<file path="config.mk">
export PLATFORM = sky130hd
export DESIGN_NAME = hub75_scan
export DESIGN_NICKNAME = d
export VERILOG_FILES = /design/src/rtl/hub75_scan.sv
export SDC_FILE = /design/constraint.sdc
export NUM_CORES = 1
export LEC_CHECK = 0
export CORE_UTILIZATION = 28
export CTS_CLUSTER_DIAMETER = 200
export DETAILED_ROUTE_END_ITERATION = 12
export PLACE_DENSITY = 0.6
export SETUP_SLACK_MARGIN = 0.1
export SYNTH_ARGS = -nofsm -noshare
export SYNTH_HDL_FRONTEND = slang
export SYNTH_SLANG_ARGS = --single-unit
</file>
<file path="constraint.sdc">
create_clock -name clk -period 4.1 [get_ports clk]
set_clock_uncertainty 0.05 [all_clocks]
set_input_delay 0.41 -clock clk [delete_from_list [all_inputs] [get_ports clk]]
set_output_delay 0.41 -clock clk [all_outputs]
set_load 0.03 [all_outputs]
</file>
<file path="src/rtl/hub75_scan.sv">
// hub75_scan: scans both half-frame pixel memories and drives a HUB75 64x64 panel with 4-plane BCM.
// Optional build macro HUB75_INVERT_EN: memories hold inverted pixel data (12'hFFF = all LEDs off).
module hub75_scan #(
  parameter int NUM_COLS    = 64,
  parameter int HALF_ROWS   = 32,
  parameter int SHOW_CYCLES = 32
) (
  input  logic        clk,
  input  logic        reset,
  output logic [11:0] rd_addr,
  input  logic [11:0] b_rdata0,
  input  logic [11:0] b_rdata1,
  output logic        LP_CLK,
  output logic        LATCH,
  output logic        NOE,
  output logic [4:0]  ROW,
  output logic [2:0]  RGB0,
  output logic [2:0]  RGB1,
  output logic        frame_done
);

  localparam int COL_W = $clog2(NUM_COLS);
  localparam int ROW_W = $clog2(HALF_ROWS);
  localparam int CNT_W = $clog2((SHOW_CYCLES << 3) + 1);

  typedef enum logic [2:0] {
    S_ADDR,
    S_DATA,
    S_CLK,
    S_BLANK,
    S_LATCH,
    S_SHOW
  } state_t;

  state_t           state, state_next;
  logic [COL_W-1:0] col, col_inc;
  logic [ROW_W-1:0] row, row_after;
  logic [1:0]       plane;
  logic [CNT_W-1:0] show_cnt, show_len;
  logic             last_col, last_row, last_plane, show_done;

  // Pick the {B,G,R} bits of one bit plane out of a 12-bit pixel word.
  function automatic logic [2:0] plane_bits(input logic [11:0] word, input logic [1:0] p);
    logic [11:0] d;
`ifdef HUB75_INVERT_EN
    d = ~word;
`else
    d = word;
`endif
    return {d[{2'b10, p}], d[{2'b01, p}], d[{2'b00, p}]};
  endfunction

  assign last_col   = (col == COL_W'(NUM_COLS - 1));
  assign last_row   = (row == ROW_W'(HALF_ROWS - 1));
  assign last_plane = (plane == 2'd3);
  assign show_done  = (show_cnt == '0);
  assign col_inc    = last_col ? '0 : col + COL_W'(1);
  assign row_after  = !last_plane ? row : (last_row ? '0 : row + ROW_W'(1));
  assign show_len   = CNT_W'(SHOW_CYCLES) << plane;

  always_ff @(posedge clk) begin
    if (reset) state <= S_ADDR;
    else       state <= state_next;
  end

  always_comb begin
    // NOTE: default assigned first so every path drives state_next; no latch is inferred.
    state_next = state;
    unique case (state)
      S_ADDR:  state_next = S_DATA;
      S_DATA:  state_next = S_CLK;
      S_CLK:   state_next = last_col ? S_BLANK : S_ADDR;
      S_BLANK: state_next = S_LATCH;
      S_LATCH: state_next = S_SHOW;
      S_SHOW:  state_next = show_done ? S_ADDR : S_SHOW;
      default: state_next = S_ADDR;
    endcase
  end

  // The address for the next column is issued one state early so the memory's
  // one-cycle read lands exactly in S_DATA.
  always_ff @(posedge clk) begin
    if (reset) begin
      rd_addr    <= '0;
      LP_CLK     <= 1'b0;
      LATCH      <= 1'b0;
      NOE        <= 1'b1;
      ROW        <= '0;
      RGB0       <= '0;
      RGB1       <= '0;
      frame_done <= 1'b0;
      row        <= '0;
      col        <= '0;
      plane      <= '0;
      show_cnt   <= '0;
    end else begin
      // NOTE: non-blocking for all registered state so every flop samples pre-edge values.
      frame_done <= 1'b0;
      unique case (state)
        S_ADDR: LP_CLK <= 1'b0;
        S_DATA: begin
          RGB0 <= plane_bits(b_rdata0, plane);
          RGB1 <= plane_bits(b_rdata1, plane);
        end
        S_CLK: begin
          LP_CLK  <= 1'b1;
          col     <= col_inc;
          rd_addr <= 12'({row, col_inc});
        end
        S_BLANK: begin
          LP_CLK <= 1'b0;
          NOE    <= 1'b1;
          LATCH  <= 1'b1;
          ROW    <= 5'(row);
        end
        S_LATCH: begin
          LATCH    <= 1'b0;
          NOE      <= 1'b0;
          show_cnt <= show_len - CNT_W'(1);
        end
        S_SHOW: begin
          if (show_done) begin
            NOE     <= 1'b1;
            plane   <= plane + 2'd1;
            row     <= row_after;
            rd_addr <= 12'({row_after, COL_W'(0)});
            if (last_plane && last_row) frame_done <= 1'b1;
          end else begin
            show_cnt <= show_cnt - CNT_W'(1);
          end
        end
        default: ;
      endcase
    end
  end

endmodule

</file>
=== Word level (Yosys, flattened, before mapping) ===
Index checks and enable logic that the tools add are counted.

* Bits of input ports: 26
* Word-level logic and storage cells: 75
* Output and inout bits: 27
* Bits in registers: 52

* Add/subtract/negate cells: 5
* Bitwise operators: 2
* Equal/unequal tests: 10
* Shift operators: 1
* Order comparisons: 3
* Muxes and demuxes: 27
* Reductions and logical operators: 14

{| class="wikitable"
|+ Operator list
! operator !! number
|-
| 12-bit one-hot mux with 2 select lines || 1
|-
| 3-bit one-hot mux with 6 select lines || 1
|-
| 9-bit one-hot mux with 2 select lines || 1
|-
| 9-bit by 1-bit subtractor with 9-bit output (second input constant) || 2
|-
| 1-bit binary-select mux with 2-bit select || 6
|-
| 12-bit two-way mux || 1
|-
| 5-bit two-way mux || 2
|-
| 9-bit logical NOT || 1
|-
| 9-bit two-way mux || 1
|-
| 6-bit by 2-bit << shifter with 9-bit output (first input constant) || 1
|-
| 1-bit two-way mux || 8
|-
| 2-bit AND reduction || 4
|-
| 2-bit nonzero test || 4
|-
| 6-bit by 1-bit adder with 6-bit output (second input constant) || 1
|-
| 3-bit by 2-bit == test with 1-bit output (second input constant) || 2
|-
| 3-bit == test (second input constant) || 2
|-
| 6-bit == test (second input constant) || 1
|-
| 6-bit two-way mux || 1
|-
| 5-bit by 1-bit adder with 5-bit output (second input constant) || 1
|-
| 5-bit == test (second input constant) || 1
|-
| 2-bit by 5-bit < comparator with 1-bit output (second input constant) || 1
|-
| 3-bit by 5-bit < comparator with 1-bit output (second input constant) || 1
|-
| 4-bit by 5-bit < comparator with 1-bit output (second input constant) || 1
|-
| 2-bit != test (second input constant) || 2
|-
| other kinds (13) || 15
|}

=== Longest topological paths before layout ===
Gate-level depths: netlist (run 1).

* Word-level depth: 5
* Gate-level depth with buffers: 8
* Depth with buffers taken out: 7

=== Worst setup path after synthesis (run 1) ===
OpenSTA, ideal clock, no wires.

* Path type: reg2reg
* Start point: reg show_cnt[3]
* End point: reg row[2]
* Setup time: 71 ps
* Setup slack: 1773 ps
* Period minus slack after synthesis: 2327 ps
* Path buffers: 2
* Arrival time: 2207 ps
* Required time: 3979 ps
* Cell stages (with the launch flop): 7
* Cells stage by stage: dfxtp_1 -> or4_4 -> buf_6 -> or4_1 -> buf_2 -> or4b_1 -> a21oi_1

* Longest elaborated chain between the ends: 2

{| class="wikitable"
|+ RTL lines
! what !! line !! RTL
|-
| from (decl) || 39 || <nowiki>logic [CNT_W-1:0] show_cnt, show_len;</nowiki>
|-
| from (signal assigned) || 119 || <nowiki>show_cnt <= show_len - CNT_W'(1);</nowiki>
|-
| from (signal assigned) || 129 || <nowiki>show_cnt <= show_cnt - CNT_W'(1);</nowiki>
|-
| 9-bit logical NOT || 56 || <nowiki>assign show_done = (show_cnt == '0);</nowiki>
|-
| 2-bit AND reduction (no line) || -- ||
|-
| to (signal assigned) || 125 || <nowiki>row <= row_after;</nowiki>
|-
| to (decl) || 37 || <nowiki>logic [ROW_W-1:0] row, row_after;</nowiki>
|}

Every way passes these cells.
A chain may end at the register's enable or synchronous reset.

=== Worst setup path after layout (run 1) ===
* Start point: reg plane[0]
* End point: reg row[2]

* Longest elaborated chain between the ends: 2

{| class="wikitable"
|+ RTL lines
! what !! line !! RTL
|-
| from (decl) || 38 || <nowiki>logic [1:0] plane;</nowiki>
|-
| from (signal assigned) || 124 || <nowiki>plane <= plane + 2'd1;</nowiki>
|-
| 2-bit == test || 55 || <nowiki>assign last_plane = (plane == 2'd3);</nowiki>
|-
| 5-bit two-way mux || 58 || <nowiki>assign row_after = !last_plane ? row : (last_row ? '0 : row + ROW_W'(1));</nowiki>
|}

Every way passes these cells.

==> metrics.csv, run 1 <==
metric;value;unit
status;completed;
DIE HEIGHT;98.99;um
synth unique cells;52;
post-placement cell area;3196;sq um
share of layout cells above drive strength 1;7.353;%
Syn Area/Cell;8.750;sq um
CTS clock-pin slew for the worst setup and hold paths;0.10;ns
initial core utilization;28.64;%
total track usage;13.47;%
commonest non-fill, non-tap cells in the layout;dfxtp_1, clkdlybuf4s50_1, a21oi_1;
Arrival @ worst endpoint;2.93;ns
pre-CTS WS;1.332;ns
asr flop ratio synth;0;%
CP Capture Type;flop;
Compound-Gate Fraction of Synth Area;17.29;%
Post-synth EDFFs;0;
largest family of logic cells by synthesized area;simple AND/OR/NAND/NOR gates;
deepest clock path buffer count;2;
type of origin of the critical path;flop;
first-pass GRT wire length;10880;um
Via-to-Cell Ratio;5.142;
Tcrit/Tclk final;67.08;%
Root Driver;clkbuf_8;
Worst-Margin Slew;0.9239;ns
f_max;0.3636;GHz
sw power;0.2847;mW
worst hold path class;flop to flop;
clk sinks;51;
FP Rows;35;
Final Hold Violating Endpoints;0;
Combinational Power Share;16.4;%
gr ovfl total;0;
internal power;0.7484;mW
synthesized area;2634;sq um
minimum clock period;2.750;ns
Pleak;1.147;nW
# hold bufs at CTS;0;
input/output buffers;51;
Max Slew Vio Count;0;
H-tree depth reported by CTS;2;
antenna cells;0;
syn nets;335;
Seq pwr share;52.2;%
CORE AREA;9196;sq um
unrepaired setup endpoints after global routing;false;
Clk pwr share;31.4;%
Seq/Total Area, Yosys;38.76;%
# IOs;53;
largest net degree at the start of global routing;51;
simple-gate portion of the synthesized area;22.85;%
sw frac;27.56;%
finished layout cell area;3299;sq um
Vias;2319;
type of the worst setup path;flop to flop;
critical path peak fanout;10;
TNS Setup;0;ns
Final HPWL DP;4476;um
CP max stage delay;0.68;ns
dominant synthesized flop cell;dfxtp_1;
# nets final;373;
worst path required time;4.28;ns
Max Cap Viol;0;
antenna violations before repair;0;
Slowest-stage cell, CP;dfxtp_1;
post-synthesis adder-cell area fraction;3.800;%
worst vdd ir;0.0001517;V
setup ws final;1.350;ns
clock latency at the later pin of the worst-skew pair;0.30;ns
WL/cell;14.09;um
die area;9798;sq um
CTS tree;done;
#FFs+latches synth;51;
commonest non-fill, non-tap cell in the layout;dfxtp_1;
XOR/XNOR Fraction of Synth Area;1.995;%
drt initial violations;225;
Setup violations, final;0;
Inserted Clock Buffers;5;
filler instances;956;
vias in the first global route;2275;
Cells after Synth;301;
warning count from the yosys run;0;
post-route ant nets;0;
worst-path cell chain;ha_1 -> nand4b_1 -> or4_1 -> or4b_1 -> a21oi_1;
Die X;98.99;um
Post-CTS Setup Inserts;0;
worst rel slew slack;38.40;%
area growth from synthesis to layout;25.27;%
Final Wtd Congestion;0.8760;
Post-Route WL;6353;um
1st-pass router iterations;4;
DRC Markers;0;
CTS resizes;0;
pwr dens;313.1;nW/um^2
post-synthesis mux area share;10.83;%
routing by layer:
layer	vias to the layer above	track usage [%]	share of wire, %
met4	0	2.411	0.66
met2	48	21.19	45
met1	1091	19.19	51
met3	2	2.695	3.9
li1	1178	-	-
met5	-	0	0
final timing paths:
path | start | to | slack (ns) | cells past startpoint
setup / recovery | plane[0]$_SDFFE_PP0P_ | row[2]$_SDFFE_PP0P_ | 1.35 | 5
hold / removal | rd_addr[4]$_SDFFE_PP0P_ | rd_addr[4]$_SDFFE_PP0P_ | 0.42 | 2
setup reg to reg | plane[0]$_SDFFE_PP0P_ | row[2]$_SDFFE_PP0P_ | 1.35 | 5
hold reg to reg | rd_addr[4]$_SDFFE_PP0P_ | rd_addr[4]$_SDFFE_PP0P_ | 0.42 | 2
area by class of cell:
class | instances | area [sq um] | area share (%)
multi-input cells | 223 | 1504 | 45.58
flip-flops and latches | 51 | 1021 | 30.94
repair buffers | 51 | 505.5 | 15.32
well taps | 111 | 138.9 | 4.209
clock buffers | 7 | 96.34 | 2.920
inverters | 7 | 26.28 | 0.7964
clock inverters | 1 | 7.507 | 0.2275
sequential cells by signal, summed over array words and instances (netlist names):
signal / flops
LATCH: 1
LP_CLK: 1
NOE: 1
RGB0: 3
RGB1: 3
ROW: 5
col: 6
frame_done: 1
plane: 2
rd_addr: 11
row: 5
show_cnt: 9
state: 3
power by group through the flow:
stage	Sequential, mW	Combinational, mW	Clock, mW
floorplan	0.563	0.0880	0
global placement	0.550	0.169	0
detailed placement	0.550	0.170	0
CTS	0.539	0.171	0.332
global route	0.543	0.183	0.352
finish	0.539	0.170	0.324
synthesized netlist by cell type, types with 3 or more instances:
cell	instances	area share, %
dfxtp_1	51	39
a21oi_1	27	5.1
nor2_1	25	3.6
nand2_1	24	3.4
o21ai_0	18	3.4
nand3_1	16	3.0
clkbuf_1	15	2.1
mux2i_1	15	5.7
ha_1	8	3.8
inv_1	7	1.0
nor3_1	7	1.3
mux4_2	6	5.1
or3_1	6	1.4
nand2b_1	5	1.2
o31ai_1	5	1.4
a211oi_1	4	1.1
nor4_1	4	0.95
or4_1	4	1.1
xnor2_1	4	1.3
a311oi_1	3	1.0
a31oi_1	3	0.71
and3_1	3	0.71
or4b_2	3	1.1
cells by family after synthesis:
kind of cell               count (synthesis)
and+or+nand+nor                          113
AOI/OAI and AO/OA                         74
DFF                                       51
buffers and inverters                     27
muxes                                     21
adders and majority gates                  8
xor gates and xnor gates                   6
other                                      1
critical path, delay by kind of cell (launching register included):
family,cells,cell delay [ns]
adders and majority gates,1,0.36
DFF,1,0.68
and+or+nand+nor,3,1.45
AOI/OAI and AO/OA,1,0.14
stage by stage:
step	power [mW]	hold WS (ns)	instances	utilization (%)
6_report	1.033	0.4231	451	35.88
2_1_floorplan	0.6514	0.4123	301	-
4_1_cts	1.042	0.4273	451	35.88
3_5_place_dp	0.7202	0.4144	443	34.75
5_1_grt	1.079	0.4354	451	35.88
3_3_place_gp	0.7186	0.4064	443	34.75
Power figures use the tool's default switching activity.
==> run 2: changes to the inputs <==
- clock period: 4.1 -> 2.55 ns (I/O delays scaled with it)
==> run 2 against run 1 <==
  * Sequential power rose by 59%
  * Setup slack got worse by 1.0 ns
  * Non-clock buffer count rose by 19
  * Worst hold slack got worse by 0.16 ns
  * First-iteration DRC count fell by 36%
  * Via count rose by 5.9%
==> metrics.csv, run 2 (same netlist as run 1, synthesis figures left out) <==
metric;value;unit
# hold bufs at CTS;0;
GR peak layer;met2;
f_max;0.4463;GHz
Seq pwr share;51.5;%
Post-CTS Setup Inserts;0;
Slowest-stage cell, CP;or4_4;
CP Capture Type;flop;
register area;1021;sq um
Arrival @ worst endpoint;2.43;ns
deepest clock path buffer count;2;
first-pass GRT wire length;11360;um
CTS clock-pin slew for the worst setup and hold paths;0.09;ns
pwr dens;484.7;nW/um^2
antenna cells;0;
total track usage;14.07;%
Inserted Clock Buffers;5;
commonest non-fill, non-tap cells in the layout;dfxtp_1, clkdlybuf4s50_1, a21oi_1;
# nets final;392;
Via-to-Cell Ratio;5.226;
unrepaired setup endpoints after global routing;false;
worst-path cell chain;or4_4 -> or4_1 -> or4b_1 -> a21oi_1;
initial core utilization;28.64;%
Combinational Power Share;18.0;%
filler instances;960;
largest net degree at the start of global routing;37;
Die X;98.99;um
setup ws final;0.3094;ns
finished layout cell area;3433;sq um
share of layout cells above drive strength 1;11.70;%
global routing usage on met1;18.50;%
area growth from synthesis to layout;30.36;%
H-tree depth reported by CTS;2;
CTS tree;done;
post-placement cell area;3333;sq um
type of origin of the critical path;flop;
Final HPWL DP;4847;um
area of the multi-input gates;1499;sq um
Setup violations, final;0;
DRC Markers;0;
# IOs;53;
max reg flops;11;
Reg with most FFs;rd_addr;
worst vdd ir;0.0002390;V
pre-CTS WS;0.3312;ns
Max Slew Vio Count;0;
Tcrit/Tclk final;87.87;%
FP Rows;35;
Vias;2456;
CORE AREA;9196;sq um
1st-pass router iterations;4;
input/output buffers;51;
clock latency at the later pin of the worst-skew pair;0.30;ns
met3 track demand over resource;2.695;%
clk sinks;51;
sw frac;26.78;%
TNS Setup;0;ns
post-layout util;37.33;%
sw power;0.4457;mW
Root Driver;clkbuf_8;
die area;9798;sq um
Clk pwr share;30.4;%
Worst path top cell family by delay;simple AND/OR/NAND/NOR gates;
worst hold path class;input pin to flop;
vias in the first global route;2361;
critical path peak fanout;8;
Pleak;1.238;nW
GR Util met2;24.21;%
Tot Pwr;1.664;mW
crit path buf inv count;0;
Final Hold Violating Endpoints;0;
gr ovfl total;0;
WL/cell;14.04;um
minimum clock period;2.241;ns
post-route ant nets;0;
antenna violations before repair;0;
internal power;1.218;mW
Final Wtd Congestion;0.8240;
type of the worst setup path;flop to flop;
CP max stage delay;0.60;ns
drt initial violations;144;
largest registers;rd_addr x11, show_cnt x9, col x6;
Post-Route WL;6600;um
Max Cap Viol;0;
Worst-Margin Slew;0.5020;ns
worst rel slew slack;66.22;%
commonest non-fill, non-tap cell in the layout;dfxtp_1;
worst path required time;2.74;ns
CTS resizes;0;
DIE HEIGHT;98.99;um
status;completed;
## run 2: final timing paths
| path | from | end | slack [ns] | cells past startpoint |
|---|---|---|---|---|
| worst max-delay path | show_cnt[3]$_SDFFE_PP0P_ | row[2]$_SDFFE_PP0P_ | 0.31 | 4 |
| worst min-delay path | reset | RGB1[1]$_SDFFE_PP0N_ | 0.27 | 2 |
| worst min register to register | ROW[4]$_SDFFE_PP0P_ | ROW[4]$_SDFFE_PP0P_ | 0.42 | 2 |
| worst max register to register | show_cnt[3]$_SDFFE_PP0P_ | row[2]$_SDFFE_PP0P_ | 0.31 | 4 |
## run 2: power groups by stage
stage / combinational (mW) / clock (mW) / sequential, mW
after global placement: 0.298 / 0 / 0.875
after global routing: 0.328 / 0.561 / 0.863
final: 0.300 / 0.507 / 0.857
after floorplan: 0.141 / 0 / 0.906
after CTS: 0.302 / 0.527 / 0.858
after detailed placement: 0.300 / 0 / 0.875
## run 2: stage by stage
step	instances	hold WS, ns
final	470	0.2660
after global routing	470	0.2697
after CTS	470	0.2619
after detailed placement	462	0.4092
after global placement	462	0.4073
after floorplan	301	0.3728
## run 2: layout make-up
type	instances	share of cell area, %
well taps	111	4.045
inverters	7	0.7653
repair buffers	70	18.88
clock buffers	8	2.915
multi-input cells	223	43.66
flip-flops and latches	51	29.74
## run 2: routing by layer
metal	vias to the layer above	part of all wire [%]
li1	1210	-
met3	3	4.5
met1	1172	47
met5	-	0
met2	71	48
met4	0	0.38
